$ cat src/rtl/signed_lin_calc_seq_pkg.sv
// Shared types, constants and helpers for the serial signed linear calculator.
// Optional feature macro: SIGNED_CALC_SAT_EN (saturate o_fs on overflow).
package signed_calc_pkg;

    // FSM state encoding
    typedef logic [1:0] state_t;
    localparam state_t ST_IDLE = 2'd0;
    localparam state_t ST_MUL  = 2'd1;
    localparam state_t ST_OUT  = 2'd2;
    localparam state_t ST_HOLD = 2'd3;

    // Default coefficients of the original fixed 7X-3Y+6Z calculator
    localparam int DEF_K0 = 7;
    localparam int DEF_K1 = -3;
    localparam int DEF_K2 = 6;

    // Wide signed carrier used by the output-stage helpers
    localparam int unsigned MAX_AW = 64;
    typedef logic signed [MAX_AW-1:0] wide_t;

    // Accumulator width that holds any result without overflow
    function automatic int unsigned acc_width(input int unsigned w, input int unsigned cw);
        return w + cw + 2;
    endfunction

    // True when v is representable in ow signed bits
    function automatic logic fits_signed(input wide_t v, input int unsigned ow);
        wide_t hi;
        wide_t lo;
        hi = (wide_t'(1) <<< (ow - 1)) - wide_t'(1);
        lo = ~hi;
        return (v <= hi) && (v >= lo);
    endfunction

    // Output-stage conversion; caller keeps the low ow bits
    function automatic wide_t sat_trunc(input wide_t acc, input int unsigned ow);
        wide_t hi;
        wide_t lo;
        hi = (wide_t'(1) <<< (ow - 1)) - wide_t'(1);
        lo = ~hi;
`ifdef SIGNED_CALC_SAT_EN
        if (acc > hi) begin
            return hi;
        end else if (acc < lo) begin
            return lo;
        end
        return acc;
`else
        return acc & (hi | (wide_t'(1) <<< (ow - 1)));
`endif
    endfunction

endpackage

$ cat src/rtl/signed_lin_calc_seq_if.sv
// Operand/result handshake bundle for signed_lin_calc_seq.
interface signed_lin_calc_seq_if #(
    parameter int unsigned W  = 4,
    parameter int unsigned OW = 8
);
    logic                 i_valid;
    logic                 o_ready;
    logic signed [W-1:0]  i_as;
    logic signed [W-1:0]  i_bs;
    logic signed [W-1:0]  i_cs;
    logic                 o_valid;
    logic                 i_ready;
    logic signed [OW-1:0] o_fs;
    logic                 o_ovf;

    // Calculator side
    modport slave (
        input  i_valid, i_as, i_bs, i_cs, i_ready,
        output o_ready, o_valid, o_fs, o_ovf
    );

    // Source/sink side
    modport master (
        output i_valid, i_as, i_bs, i_cs, i_ready,
        input  o_ready, o_valid, o_fs, o_ovf
    );
endinterface

$ cat src/rtl/signed_lin_calc_seq_serial_term_sel.sv
// Per-cycle partial product: sum of operands whose coefficient bit i is set,
// shifted by i, negated on the coefficient sign bit.
module serial_term_sel #(
    parameter int unsigned   AW   = 10,
    parameter int unsigned   CW   = 4,
    parameter int unsigned   IW   = 2,
    parameter logic [CW-1:0] K0_B = '0,
    parameter logic [CW-1:0] K1_B = '0,
    parameter logic [CW-1:0] K2_B = '0
) (
    input  logic [IW-1:0]        i_idx,
    input  logic signed [AW-1:0] i_a,
    input  logic signed [AW-1:0] i_b,
    input  logic signed [AW-1:0] i_c,
    output logic signed [AW-1:0] o_term_c
);
    logic signed [AW-1:0] w_sum;

    // Select and sum shifted operands, subtract on the sign bit
    always_comb begin
        w_sum = '0;
        if (K0_B[i_idx]) w_sum = w_sum + (i_a <<< i_idx);
        if (K1_B[i_idx]) w_sum = w_sum + (i_b <<< i_idx);
        if (K2_B[i_idx]) w_sum = w_sum + (i_c <<< i_idx);
        o_term_c = (i_idx == IW'(CW - 1)) ? -w_sum : w_sum;
    end
endmodule

$ cat src/rtl/signed_lin_calc_seq.sv
// Serial shift-add evaluator of F = K0*A + K1*B + K2*C with valid/ready handshakes.
// Optional feature macro: SIGNED_CALC_SAT_EN (saturate o_fs on overflow).
module signed_lin_calc_seq
    import signed_calc_pkg::*;
#(
    parameter int unsigned W  = 4,
    parameter int unsigned CW = 4,
    parameter int          K0 = DEF_K0,
    parameter int          K1 = DEF_K1,
    parameter int          K2 = DEF_K2,
    parameter int unsigned OW = 8
) (
    input  logic                   i_clk,
    input  logic                   i_rst,
    signed_lin_calc_seq_if.slave   bus
);
    localparam int unsigned   AW       = acc_width(W, CW);
    localparam int unsigned   IW       = (CW > 1) ? $clog2(CW) : 1;
    localparam logic [CW-1:0] K0_B     = CW'(K0);
    localparam logic [CW-1:0] K1_B     = CW'(K1);
    localparam logic [CW-1:0] K2_B     = CW'(K2);
    localparam logic [IW-1:0] IDX_LAST = IW'(CW - 1);

    state_t               r_state, w_state_nxt;
    logic signed [AW-1:0] r_a, r_b, r_c, r_acc;
    logic signed [AW-1:0] w_a_nxt, w_b_nxt, w_c_nxt, w_acc_nxt;
    logic [IW-1:0]        r_idx, w_idx_nxt;
    logic                 r_ready, w_ready_nxt;
    logic                 r_valid, w_valid_nxt;
    logic [OW-1:0]        r_fs, w_fs_nxt;
    logic                 r_ovf, w_ovf_nxt;
    logic signed [AW-1:0] w_term_c;
    wide_t                w_acc_wide;

    serial_term_sel #(
        .AW   (AW),
        .CW   (CW),
        .IW   (IW),
        .K0_B (K0_B),
        .K1_B (K1_B),
        .K2_B (K2_B)
    ) u_term (
        .i_idx    (r_idx),
        .i_a      (r_a),
        .i_b      (r_b),
        .i_c      (r_c),
        .o_term_c (w_term_c)
    );

    assign w_acc_wide = wide_t'(r_acc);

    // Next-state, datapath and output-register values
    always_comb begin
        w_state_nxt = r_state;
        w_a_nxt     = r_a;
        w_b_nxt     = r_b;
        w_c_nxt     = r_c;
        w_acc_nxt   = r_acc;
        w_idx_nxt   = r_idx;
        w_ready_nxt = r_ready;
        w_valid_nxt = r_valid;
        w_fs_nxt    = r_fs;
        w_ovf_nxt   = r_ovf;
        case (r_state)
            ST_IDLE: begin
                if (bus.i_valid) begin
                    w_a_nxt     = $signed({{(AW - W){bus.i_as[W-1]}}, bus.i_as});
                    w_b_nxt     = $signed({{(AW - W){bus.i_bs[W-1]}}, bus.i_bs});
                    w_c_nxt     = $signed({{(AW - W){bus.i_cs[W-1]}}, bus.i_cs});
                    w_acc_nxt   = '0;
                    w_idx_nxt   = '0;
                    w_ready_nxt = 1'b0;
                    w_state_nxt = ST_MUL;
                end
            end
            ST_MUL: begin
                w_acc_nxt = r_acc + w_term_c;
                w_idx_nxt = r_idx + IW'(1);
                if (r_idx == IDX_LAST) begin
                    w_state_nxt = ST_OUT;
                end
            end
            ST_OUT: begin
                w_fs_nxt    = OW'(sat_trunc(w_acc_wide, OW));
                w_ovf_nxt   = ~fits_signed(w_acc_wide, OW);
                w_valid_nxt = 1'b1;
                w_state_nxt = ST_HOLD;
            end
            ST_HOLD: begin
                if (bus.i_ready) begin
                    w_valid_nxt = 1'b0;
                    w_ready_nxt = 1'b1;
                    w_state_nxt = ST_IDLE;
                end
            end
            default: begin
                w_valid_nxt = 1'b0;
                w_ready_nxt = 1'b1;
                w_state_nxt = ST_IDLE;
            end
        endcase
    end

    // State and datapath registers
    always_ff @(posedge i_clk or posedge i_rst) begin
        if (i_rst) begin
            r_state <= ST_IDLE;
            r_a     <= '0;
            r_b     <= '0;
            r_c     <= '0;
            r_acc   <= '0;
            r_idx   <= '0;
            r_ready <= 1'b1;
            r_valid <= 1'b0;
            r_fs    <= '0;
            r_ovf   <= 1'b0;
        end else begin
            r_state <= w_state_nxt;
            r_a     <= w_a_nxt;
            r_b     <= w_b_nxt;
            r_c     <= w_c_nxt;
            r_acc   <= w_acc_nxt;
            r_idx   <= w_idx_nxt;
            r_ready <= w_ready_nxt;
            r_valid <= w_valid_nxt;
            r_fs    <= w_fs_nxt;
            r_ovf   <= w_ovf_nxt;
        end
    end

    assign bus.o_ready = r_ready;
    assign bus.o_valid = r_valid;
    assign bus.o_fs    = $signed(r_fs);
    assign bus.o_ovf   = r_ovf;
endmodule

$ cat src/flat_wrapper.sv
// flat-port wrapper written by rule: the top's interface ports become plain ports
module signed_lin_calc_seq_flat import signed_calc_pkg::*;
#(
    parameter int unsigned W  = 4,
    parameter int unsigned CW = 4,
    parameter int          K0 = DEF_K0,
    parameter int          K1 = DEF_K1,
    parameter int          K2 = DEF_K2,
    parameter int unsigned OW = 8
)
  (i_clk, i_rst, bus_i_valid, bus_i_as, bus_i_bs, bus_i_cs, bus_i_ready, bus_o_ready, bus_o_valid, bus_o_fs, bus_o_ovf);
  signed_lin_calc_seq_if #(.W(W), .OW(OW)) bus_i ();
  input  logic i_clk;
  input  logic i_rst;
  input wire logic [$bits(bus_i.i_valid)-1:0] bus_i_valid;
  input wire logic [$bits(bus_i.i_as)-1:0] bus_i_as;
  input wire logic [$bits(bus_i.i_bs)-1:0] bus_i_bs;
  input wire logic [$bits(bus_i.i_cs)-1:0] bus_i_cs;
  input wire logic [$bits(bus_i.i_ready)-1:0] bus_i_ready;
  output wire logic [$bits(bus_i.o_ready)-1:0] bus_o_ready;
  output wire logic [$bits(bus_i.o_valid)-1:0] bus_o_valid;
  output wire logic [$bits(bus_i.o_fs)-1:0] bus_o_fs;
  output wire logic [$bits(bus_i.o_ovf)-1:0] bus_o_ovf;
  assign bus_i.i_valid = bus_i_valid;
  assign bus_i.i_as = bus_i_as;
  assign bus_i.i_bs = bus_i_bs;
  assign bus_i.i_cs = bus_i_cs;
  assign bus_i.i_ready = bus_i_ready;
  assign bus_o_ready = bus_i.o_ready;
  assign bus_o_valid = bus_i.o_valid;
  assign bus_o_fs = bus_i.o_fs;
  assign bus_o_ovf = bus_i.o_ovf;
  signed_lin_calc_seq #(.W(W), .CW(CW), .K0(K0), .K1(K1), .K2(K2), .OW(OW)) u_core (.i_clk(i_clk), .i_rst(i_rst), .bus(bus_i));
endmodule
$ cat config.mk
export PLATFORM = sky130hd
export DESIGN_NAME = signed_lin_calc_seq_flat
export DESIGN_NICKNAME = d
export VERILOG_FILES = /design/src/rtl/signed_lin_calc_seq_pkg.sv /design/src/rtl/signed_lin_calc_seq_if.sv /design/src/rtl/signed_lin_calc_seq_serial_term_sel.sv /design/src/rtl/signed_lin_calc_seq.sv /design/src/flat_wrapper.sv
export SDC_FILE = /design/constraint.sdc
export NUM_CORES = 1
export LEC_CHECK = 0
export ABC_AREA = 1
export CORE_MARGIN = 3
export CORE_UTILIZATION = 35
export CTS_CLUSTER_DIAMETER = 40
export CTS_CLUSTER_SIZE = 20
export DETAILED_ROUTE_END_ITERATION = 6
export PLACE_DENSITY_LB_ADDON = 0.05
export SYNTH_ARGS = -nofsm -noshare
export SYNTH_HDL_FRONTEND = slang
export SYNTH_HIERARCHICAL = 1
export SYNTH_SLANG_ARGS = --single-unit
$ cat constraint.sdc
create_clock -name i_clk -period 7.7 [get_ports i_clk]
set_input_delay 2.31 -clock i_clk [delete_from_list [all_inputs] [get_ports i_clk]]
set_output_delay 2.31 -clock i_clk [all_outputs]
set_load 0.02 [all_outputs]
## After elaboration in Yosys (flattened, before gate mapping)

Index checks and enable logic that the tools add are counted.

| word-level totals | value |
|---|---|
| input port bits | 16 |
| output and inout bits | 11 |
| logic and storage cells | 62 |
| register bits | 37 |

| operators by class | value |
|---|---|
| reduce and logical (&&, ||, !) cells | 10 |
| shift operators | 3 |
| add/sub/neg operators | 5 |
| magnitude comparators | 3 |
| bitwise logic cells | 1 |
| eq/ne operators | 7 |
| muxes and demuxes | 23 |

Operators with widths:

| cell | number |
|---|---|
| $mux W10 | 5 |
| $add A10 B10 Y10 | 3 |
| $sshl A4 B2 Y10 | 3 |
| $pmux W10 S2 | 1 |
| $ge A10 B8 Y1 const B | 1 |
| $le A10 B8 Y1 const B | 1 |
| $neg A10 Y10 | 1 |
| $mux W2 | 4 |
| $pmux W2 S4 | 1 |
| $bmux W1 S2 | 3 |
| $eq A2 B2 Y1 const B | 3 |
| $mux W1 | 6 |
| $reduce_and A2 Y1 | 3 |
| $reduce_and A3 Y1 | 2 |
| $reduce_bool A2 Y1 | 3 |
| $ne A2 B2 Y1 const B | 2 |
| $pmux W1 S2 | 2 |
| $pmux W2 S2 | 1 |
| $lt A2 B3 Y1 const B | 1 |
| $add A2 B1 Y2 const B | 1 |
| $eq A2 B1 Y1 const B | 1 |
| $logic_not A2 Y1 | 1 |
| $ne A2 B1 Y1 const B | 1 |
| $logic_and A1 B1 Y1 | 1 |
| $not A1 Y1 | 1 |

## Logic depth before layout (Yosys ltp)

Gate-level depths: netlist (run 1).

| logic depth | value |
|---|---|
| depth after elaboration | 11 |
| mapped depth | 39 |
| depth with buffers taken out | 36 |

## Hierarchy

The synthesis (run 1) kept the hierarchy.

Modules (own cells, without submodules):

| module | area each (um^2) | sequential area each (um^2) | instances | cells each |
|---|---|---|---|---|
| serial_term_sel | 2,302.2 | 0.0 | 1 | 448 |
| signed_lin_calc_seq | 1,976.9 | 927.1 | 1 | 212 |

## Least setup slack after synthesis (run 1)

OpenSTA, ideal clock, no wires.

| timing path | value |
|---|---|
| path kind | register to register |
| start | reg u_core.r_idx[0] |
| end | reg u_core.r_acc[9] |
| path slack | 3,273 ps |
| path buffers | 4 |
| data arrival time | 4,310 ps |
| setup time | 117 ps |
| clock period less this slack | 4,427 ps |
| stages on the path, launching flop included | 33 |
| data required time | 7,583 ps |
| cells stage by stage | dfrtp_1 -> buf_6 -> buf_6 -> buf_6 -> buf_2 -> o21ai_0 -> nor2_1 -> fa_1 -> nand3_1 -> nand2_1 -> nand2_1 -> nand3_1 -> and2_1 -> ha_1 -> a21oi_1 -> nor2_1 -> nor2_1 -> nand3_1 -> nand3_1 -> nand2_1 -> nor2_1 -> nand3_1 -> nand2_1 -> nand2_1 -> nand2_1 -> inv_1 -> ha_1 -> nand2_1 -> inv_1 -> a21oi_1 -> nand4_1 -> nand3_1 -> nand2_1 |

| on the way | value |
|---|---|
| cells in the longest elaborated chain, start to end | 11 |
| elaborated cells on any way between the ends | 19 |
| those cells by class | 4 x add/sub; 1 x eq/ne; 3 x shift; 11 x mux |

RTL lines:

| what | RTL line | RTL |
|---|---|---|
| from (decl) | signed_lin_calc_seq.sv:27 | `logic [IW-1:0] r_idx, w_idx_nxt;` |
| from (signal assigned) | signed_lin_calc_seq.sv:123 | `r_idx <= w_idx_nxt;` |
| $bmux W1 S2 | signed_lin_calc_seq_serial_term_sel.sv:22 | `if (K0_B[i_idx]) w_sum = w_sum + (i_a <<< i_idx);` |
| $mux W1 (implied by the code) | signed_lin_calc_seq_serial_term_sel.sv:22 |  |
| $mux W10 | signed_lin_calc_seq_serial_term_sel.sv:22 |  |
| $add A10 B10 Y10 | signed_lin_calc_seq_serial_term_sel.sv:23 | `if (K1_B[i_idx]) w_sum = w_sum + (i_b <<< i_idx);` |
| $mux W10 | signed_lin_calc_seq_serial_term_sel.sv:23 |  |
| $add A10 B10 Y10 | signed_lin_calc_seq_serial_term_sel.sv:24 | `if (K2_B[i_idx]) w_sum = w_sum + (i_c <<< i_idx);` |
| $mux W10 | signed_lin_calc_seq_serial_term_sel.sv:24 |  |
| $neg A10 Y10 | signed_lin_calc_seq_serial_term_sel.sv:25 | `o_term_c = (i_idx == IW'(CW - 1)) ? -w_sum : w_sum;` |
| $mux W10 (*) | signed_lin_calc_seq_serial_term_sel.sv:25 |  |
| via u_core.w_term_c[8] | signed_lin_calc_seq.sv:32 | `logic signed [AW-1:0] w_term_c;` |
| $add A10 B10 Y10 (*) | signed_lin_calc_seq.sv:77 | `w_acc_nxt = r_acc + w_term_c;` |
| $pmux W10 S2 (*) | signed_lin_calc_seq.sv:64 | `case (r_state)` |
| to (signal assigned) | signed_lin_calc_seq.sv:122 | `r_acc <= w_acc_nxt;` |
| to (decl) | signed_lin_calc_seq.sv:25 | `logic signed [AW-1:0] r_a, r_b, r_c, r_acc;` |

Mark *: on every way through the listed nets, which the timed path passes. The rest lies on a longest branch. The select of a mux whose other input is x is not followed.
A chain may end at the register's enable or synchronous reset.

## Worst setup path in the final report (run 1)

Same ends and word-level chain as after synthesis.

==> results of run 1 <==
## flip-flops by register name, indices dropped and copies added, names as in the netlist
| name | count |
|---|---|
| u_core/r_a | 4 |
| u_core/bus.o_ovf | 1 |
| u_core/r_state | 2 |
| u_core/bus.o_fs | 8 |
| u_core/r_c | 4 |
| u_core/r_b | 4 |
| u_core/bus.o_valid | 1 |
| u_core/r_idx | 2 |
| u_core/r_acc | 10 |
| u_core/bus.o_ready | 1 |
## layout by cell type (no fill, tap or decap), types with 2 or more instances in the layout
cell type / instances
nand2_1: 224
inv_1: 85
nand3_1: 56
nor2_1: 38
o21ai_0: 36
ha_1: 36
dfrtp_1: 36
clkdlybuf4s50_1: 26
a21oi_1: 19
nand2_2: 16
mux2_4: 10
o21ai_1: 9
inv_2: 8
xor2_1: 8
nand3_2: 6
clkbuf_16: 5
o22ai_1: 5
nand4_1: 5
and2_1: 5
nor2_2: 4
nor2_4: 4
o21ai_2: 4
xnor2_1: 4
fa_1: 3
mux2i_1: 3
bufinv_16: 2
nand3b_1: 2
mux2_2: 2
buf_4: 2
nor3_1: 2
## routing by layer
metal | vias up | global-route usage, % | part of all wire [%]
met5 | - | 0 | 0
met2 | 47 | 25.6 | 41
li1 | 2144 | - | -
met4 | 0 | 5.73 | 2.0
met3 | 14 | 1.45 | 2.3
met1 | 1812 | 25.8 | 55
## through the flow
step / setup slack (ns) / hold WS [ns]
floorplan: 3.27 / 0.475
global placement: 2.52 / 0.459
detailed placement: 2.43 / 0.462
CTS: 2.41 / 0.479
global route: 1.90 / 0.504
finish: 2.45 / 0.474
## worst register-to-register path: cells and delay by family, from the launching register on
kind,cells,cell delay (ns)
AO/OA/AOI/OAI,1,0.16
XOR/XNOR,1,0.16
AND/OR/NAND/NOR,24,2.37
buffers and inverters,2,0.42
adder cells (fa/ha/maj),4,1.35
flip-flops,1,0.67
## worst max path at each step
stage                                 from                          end  slack [ns]  depth (start not counted)
2_1_floorplan  u_core/r_idx[0]$_DFFE_PP0P_  u_core/r_acc[9]$_DFFE_PP0P_        3.27                         32
3_3_place_gp   u_core/r_idx[0]$_DFFE_PP0P_  u_core/r_acc[9]$_DFFE_PP0P_        2.52                         32
3_5_place_dp   u_core/r_idx[0]$_DFFE_PP0P_  u_core/r_acc[9]$_DFFE_PP0P_        2.43                         32
4_1_cts        u_core/r_idx[0]$_DFFE_PP0P_  u_core/r_acc[9]$_DFFE_PP0P_        2.41                         32
5_1_grt        u_core/r_idx[0]$_DFFE_PP0P_  u_core/r_acc[9]$_DFFE_PP0P_        1.90                         34
6_report       u_core/r_idx[0]$_DFFE_PP0P_  u_core/r_acc[9]$_DFFE_PP0P_        2.45                         32
## cells by family (layout without fill, tap and decap cells)
family,after synthesis,count (layout)
and+or+nand+nor,365,365
buffers and inverters,111,130
AOI/OAI and AO/OA,81,81
adders and majority gates,39,39
DFF,37,37
muxes,15,15
xor gates and xnor gates,12,12
## layout make-up
class | count | area (sq um)
Clock buffer | 5 | 125
Clock inverter | 3 | 65.1
Fill cell | 1267 | 6860
Inverter | 94 | 355
Multi-Input combinational cell | 512 | 2870
Sequential cell | 37 | 927
Tap cell | 143 | 179
Timing Repair Buffer | 28 | 275
==> flow_metrics.tcl, run 1 <==
set metrics [dict create \
    core_sq_um 11700 \
    postSynthCellCount 660 \
    grt_pass1_wl_um 18400 \
    wire_per_inst_um 13.1 \
    firstDrtPassIters 5 \
    drive_gt1_share_pct 10.2 \
    fin_util_pct 41.2 \
    final_cells 822 \
    syn_area_sq_um 4280 \
    fmax_mhz 191 \
    synth_xor_xnor_area_share_pct 2.46 \
    drtIter0Drc 192 \
    clockBufferDepth 2 \
    cpPeakStageDelay_ns 0.67 \
    rsz0062_at_grt "no" \
    synth_top_area_cell "dfrtp_1" \
    min_period_ns 5.25 \
    finalCritPeriodShare_pct 68.1 \
    totalWireLength_um 10800 \
    drc 0 \
    synth_top_family_by_area "simple AND/OR/NAND/NOR gates" \
    crit_path_top_delay_cell "dfrtp_1" \
    yosysSeqAreaShare_pct 21.7 \
    finalNetCount 733 \
    vias_per_cell 4.89 \
    critPathMostFrequentCell "nand2_1" \
    synth_edf_count 0 \
    start_util_pct 36.7 \
    dp_hpwl_um 8820 \
    worstRegToRegCells 32 \
    grt_max_degree 38 \
    fp.dieW_um 117 \
    ant_nets 0 \
    vias 4017 \
    synthMuxAreaShare_pct 4.74 \
    synth_adder_area_share_pct 11.9 \
    hold_start "u_core/bus.o_fs[6]$_DFFE_PP0P_" \
    cts_tree "yes" \
    endpoint_kind "register" \
    hold_path_end "u_core/bus.o_fs[6]$_DFFE_PP0P_" \
    r2r_setup_slack_ns 2.45 \
    reg2reg_from "u_core/r_idx[0]$_DFFE_PP0P_" \
    synth_compound_area_share_pct 10.6 \
    die_y_um 117 \
    post-synth-top-count-cell "nand2_1" \
    antenna_found_initial 0 \
    clock-sinks 37 \
    post_dp_cell_area_sq_um 4610 \
    insertion_delay_ns 0.28 \
    finalSetupViolCount 0 \
    numPortBuffers 26 \
    synth_top_area_share_pct 21.1 \
    critPathKind "reg2reg" \
    worstPathMaxFanout 26 \
    dp_cells 814 \
    worst_pin_slew_ns 0.825 \
    grt_pass1_vias 3712 \
    hold_buffers 0 \
    gr-total-overflow 0 \
    fin_setup_tns_ns 0 \
    syn_avg_cell_area_sq_um 6.48 \
    track_usage_pct 17.1 \
    hold_violations 0 \
    ys_ff_latch 37 \
    hp-class "reg2reg" \
    pin_count 27 \
    slew_violations 0 \
    r2r_end "u_core/r_acc[9]$_DFFE_PP0P_" \
    synth_ff_type "dfrtp_1" \
    root_buffer "clkbuf_16" \
    cpLargestDelayFamily "simple AND/OR/NAND/NOR gates" \
    syn_to_final_growth_pct 12.2 \
    rows 39 \
    worstPathRequired_ns 7.88 \
    synthSimpleGateAreaFrac_pct 37.5 \
    worstHoldPathCells 2 \
    clkTransAtPathRegs_ns 0.06 \
    finClkSkew_ns 0.00426 \
    cts_setup_buffers 0 \
    ys_types 43 \
    gp_congestion 0.864 \
    insertedDiodeCount 0 \
    crit_buf_inv 2 \
    cp.arrival_ns 5.42 \
    cts_inserted_buffers 5 \
    synthTopCellsByCount "nand2_1, inv_1, nand3_1" \
    synthArstFlopShare_pct 100 \
    h-tree-depth 2 \
    yosys_warnings 6 \
    die-area_sq_um 13600 \
    relSlewSlack_pct 45.0 \
    outcome "complete, no violations" \
    post_cts_resize_count 0 \
    drv_cap 0 \
    worstSetupStartpointType "register" \
    syn_nets 715 \
    synth_area_leaders "dfrtp_1, nand2_1, ha_1" \
    final_area_sq_um 4800 \
]
Power of run 1 is left out: the tool's default activity adds up to more than one toggle a clock period on the data nets, which glitch-free logic cannot reach.
==> run 2, diff against run 1 <==
- clock period: 7.7 -> 5 ns (I/O delays scaled with it)
==> flow_metrics.tcl, run 2 (synthesis results as in run 1) <==
set metrics [dict create \
    outcome "complete, no violations" \
    critPathMostFrequentCell "nand2_1" \
    fp.dieW_um 117 \
    seqCellArea_sq_um 930 \
    cpLargestDelayFamily "simple AND/OR/NAND/NOR gates" \
    finalSetupViolCount 0 \
    track_usage_pct 16.8 \
    grt_pass1_vias 3762 \
    vias_per_cell 4.82 \
    hold_buffers 0 \
    clkTransAtPathRegs_ns 0.06 \
    layout_setup_ws_ns 0.496 \
    grt_pass1_wl_um 18400 \
    cts_inserted_buffers 5 \
    reg2reg_from "u_core/r_idx[0]$_DFFE_PP0P_" \
    fill_cells 1248 \
    grt_max_degree 38 \
    multiInputGateArea_sq_um 2940 \
    crit_buf_inv 2 \
    gr-total-overflow 0 \
    endpoint_kind "register" \
    worstPathRequired_ns 5.18 \
    finClkSkew_ns 0.00550 \
    layout_commonest_cell "nand2_1" \
    dpl_worst_slack_ns 0.263 \
    ant_nets 0 \
    finalNetCount 745 \
    cts_tree "yes" \
    relSlewSlack_pct 67.1 \
    min_period_ns 4.50 \
    post_dp_cell_area_sq_um 4650 \
    hold_path_end "u_core/bus.o_fs[5]$_DFFE_PP0P_" \
    fmax_mhz 222 \
    pin_count 27 \
    totalWireLength_um 10700 \
    syn_to_final_growth_pct 15.6 \
    cpPeakStageDelay_ns 0.45 \
    wire_per_inst_um 12.9 \
    numPortBuffers 26 \
    critPathKind "reg2reg" \
    clock-sinks 37 \
    worstPathMaxFanout 7 \
    dp_hpwl_um 8730 \
    drive_gt1_share_pct 13.6 \
    worstHoldPathCells 2 \
    finalCritPeriodShare_pct 90.1 \
    drv_cap 0 \
    worst_pin_slew_ns 0.494 \
    regMostFlops "u_core/r_acc" \
    hold_violations 0 \
    drc 0 \
    r2r_end "u_core/r_acc[8]$_DFFE_PP0P_" \
    h-tree-depth 2 \
    insertion_delay_ns 0.28 \
    drtIter0Drc 217 \
    start_util_pct 36.7 \
    fin_util_pct 42.4 \
    worstSetupStartpointType "register" \
    slew_violations 0 \
    core_sq_um 11700 \
    die-area_sq_um 13600 \
    worstRegToRegCells 27 \
    firstDrtPassIters 5 \
    antenna_found_initial 0 \
    r2r_setup_slack_ns 0.50 \
    insertedDiodeCount 0 \
    vias 4016 \
    clockBufferDepth 2 \
    die_y_um 117 \
    root_buffer "clkbuf_16" \
    final_area_sq_um 4950 \
    hp-class "reg2reg" \
    cp.arrival_ns 4.68 \
    hold_start "u_core/bus.o_fs[5]$_DFFE_PP0P_" \
    rows 39 \
    largest_register_ffs 10 \
    crit_path_top_delay_cell "dfrtp_2" \
    final_cell_mix "nand2_1, inv_1, nand3_1" \
    gp_congestion 0.846 \
]
==> run 2: area by class of cell <==
class | count | area share, %
inverter | 94 | 7.18
tap | 143 | 3.62
timing repair buffer | 40 | 7.48
clock buffer | 6 | 2.81
multi-input combinational | 512 | 59.4
clock inverter | 2 | 0.759
sequential | 37 | 18.8
==> run 2: metal layers <==
layer / vias up / wire (um) / global-route usage [%]
met5: - / 0 / 0
met4: 0 / 115 / 3.98
met3: 7 / 252 / 1.97
met2: 56 / 4480 / 25.0
met1: 1785 / 5890 / 25.7
li1: 2168 / - / -
==> run 2: repair_timing <==
item	in CTS	in global routing
setup endpoints to repair	0	3
setup buffers	0	7
gates resized for setup	0	14
==> run 2: how the worst max path moves through the flow <==
stage	from	to	slack (ns)	depth (start not counted)
2_1_floorplan	u_core/r_idx[0]$_DFFE_PP0P_	u_core/r_acc[9]$_DFFE_PP0P_	0.57	32
3_3_place_gp	u_core/r_idx[0]$_DFFE_PP0P_	u_core/r_acc[9]$_DFFE_PP0P_	0.30	31
3_5_place_dp	u_core/r_idx[0]$_DFFE_PP0P_	u_core/r_acc[9]$_DFFE_PP0P_	0.26	32
4_1_cts	u_core/r_idx[0]$_DFFE_PP0P_	u_core/r_acc[9]$_DFFE_PP0P_	0.24	32
5_1_grt	u_core/r_idx[0]$_DFFE_PP0P_	u_core/r_acc[9]$_DFFE_PP0P_	-0.006	30
6_report	u_core/r_idx[0]$_DFFE_PP0P_	u_core/r_acc[8]$_DFFE_PP0P_	0.50	27
==> run 2: through the flow <==
stage	hold slack, ns	cells	TNS [ns]
after floorplan	0.475	660	0
after global placement	0.462	819	0
final	0.474	834	0
after CTS	0.481	827	0
after detailed placement	0.463	819	0
after global routing	0.510	834	-0.00595
==> run 2: worst min-delay path: stages (launching register included) <==
cell     delay [ns]
dfrtp_1        0.35
nand2_1        0.05
nand2_1        0.04
Power of run 2 is left out for the same reason.
==> run 3, diff against run 2 <==
- SKIP_LAST_GASP: default -> 1
==> results of run 3 <==
Same layout as run 2: the final DEF is identical, and so are final timing and power.
Power of run 3 is left out for the same reason.
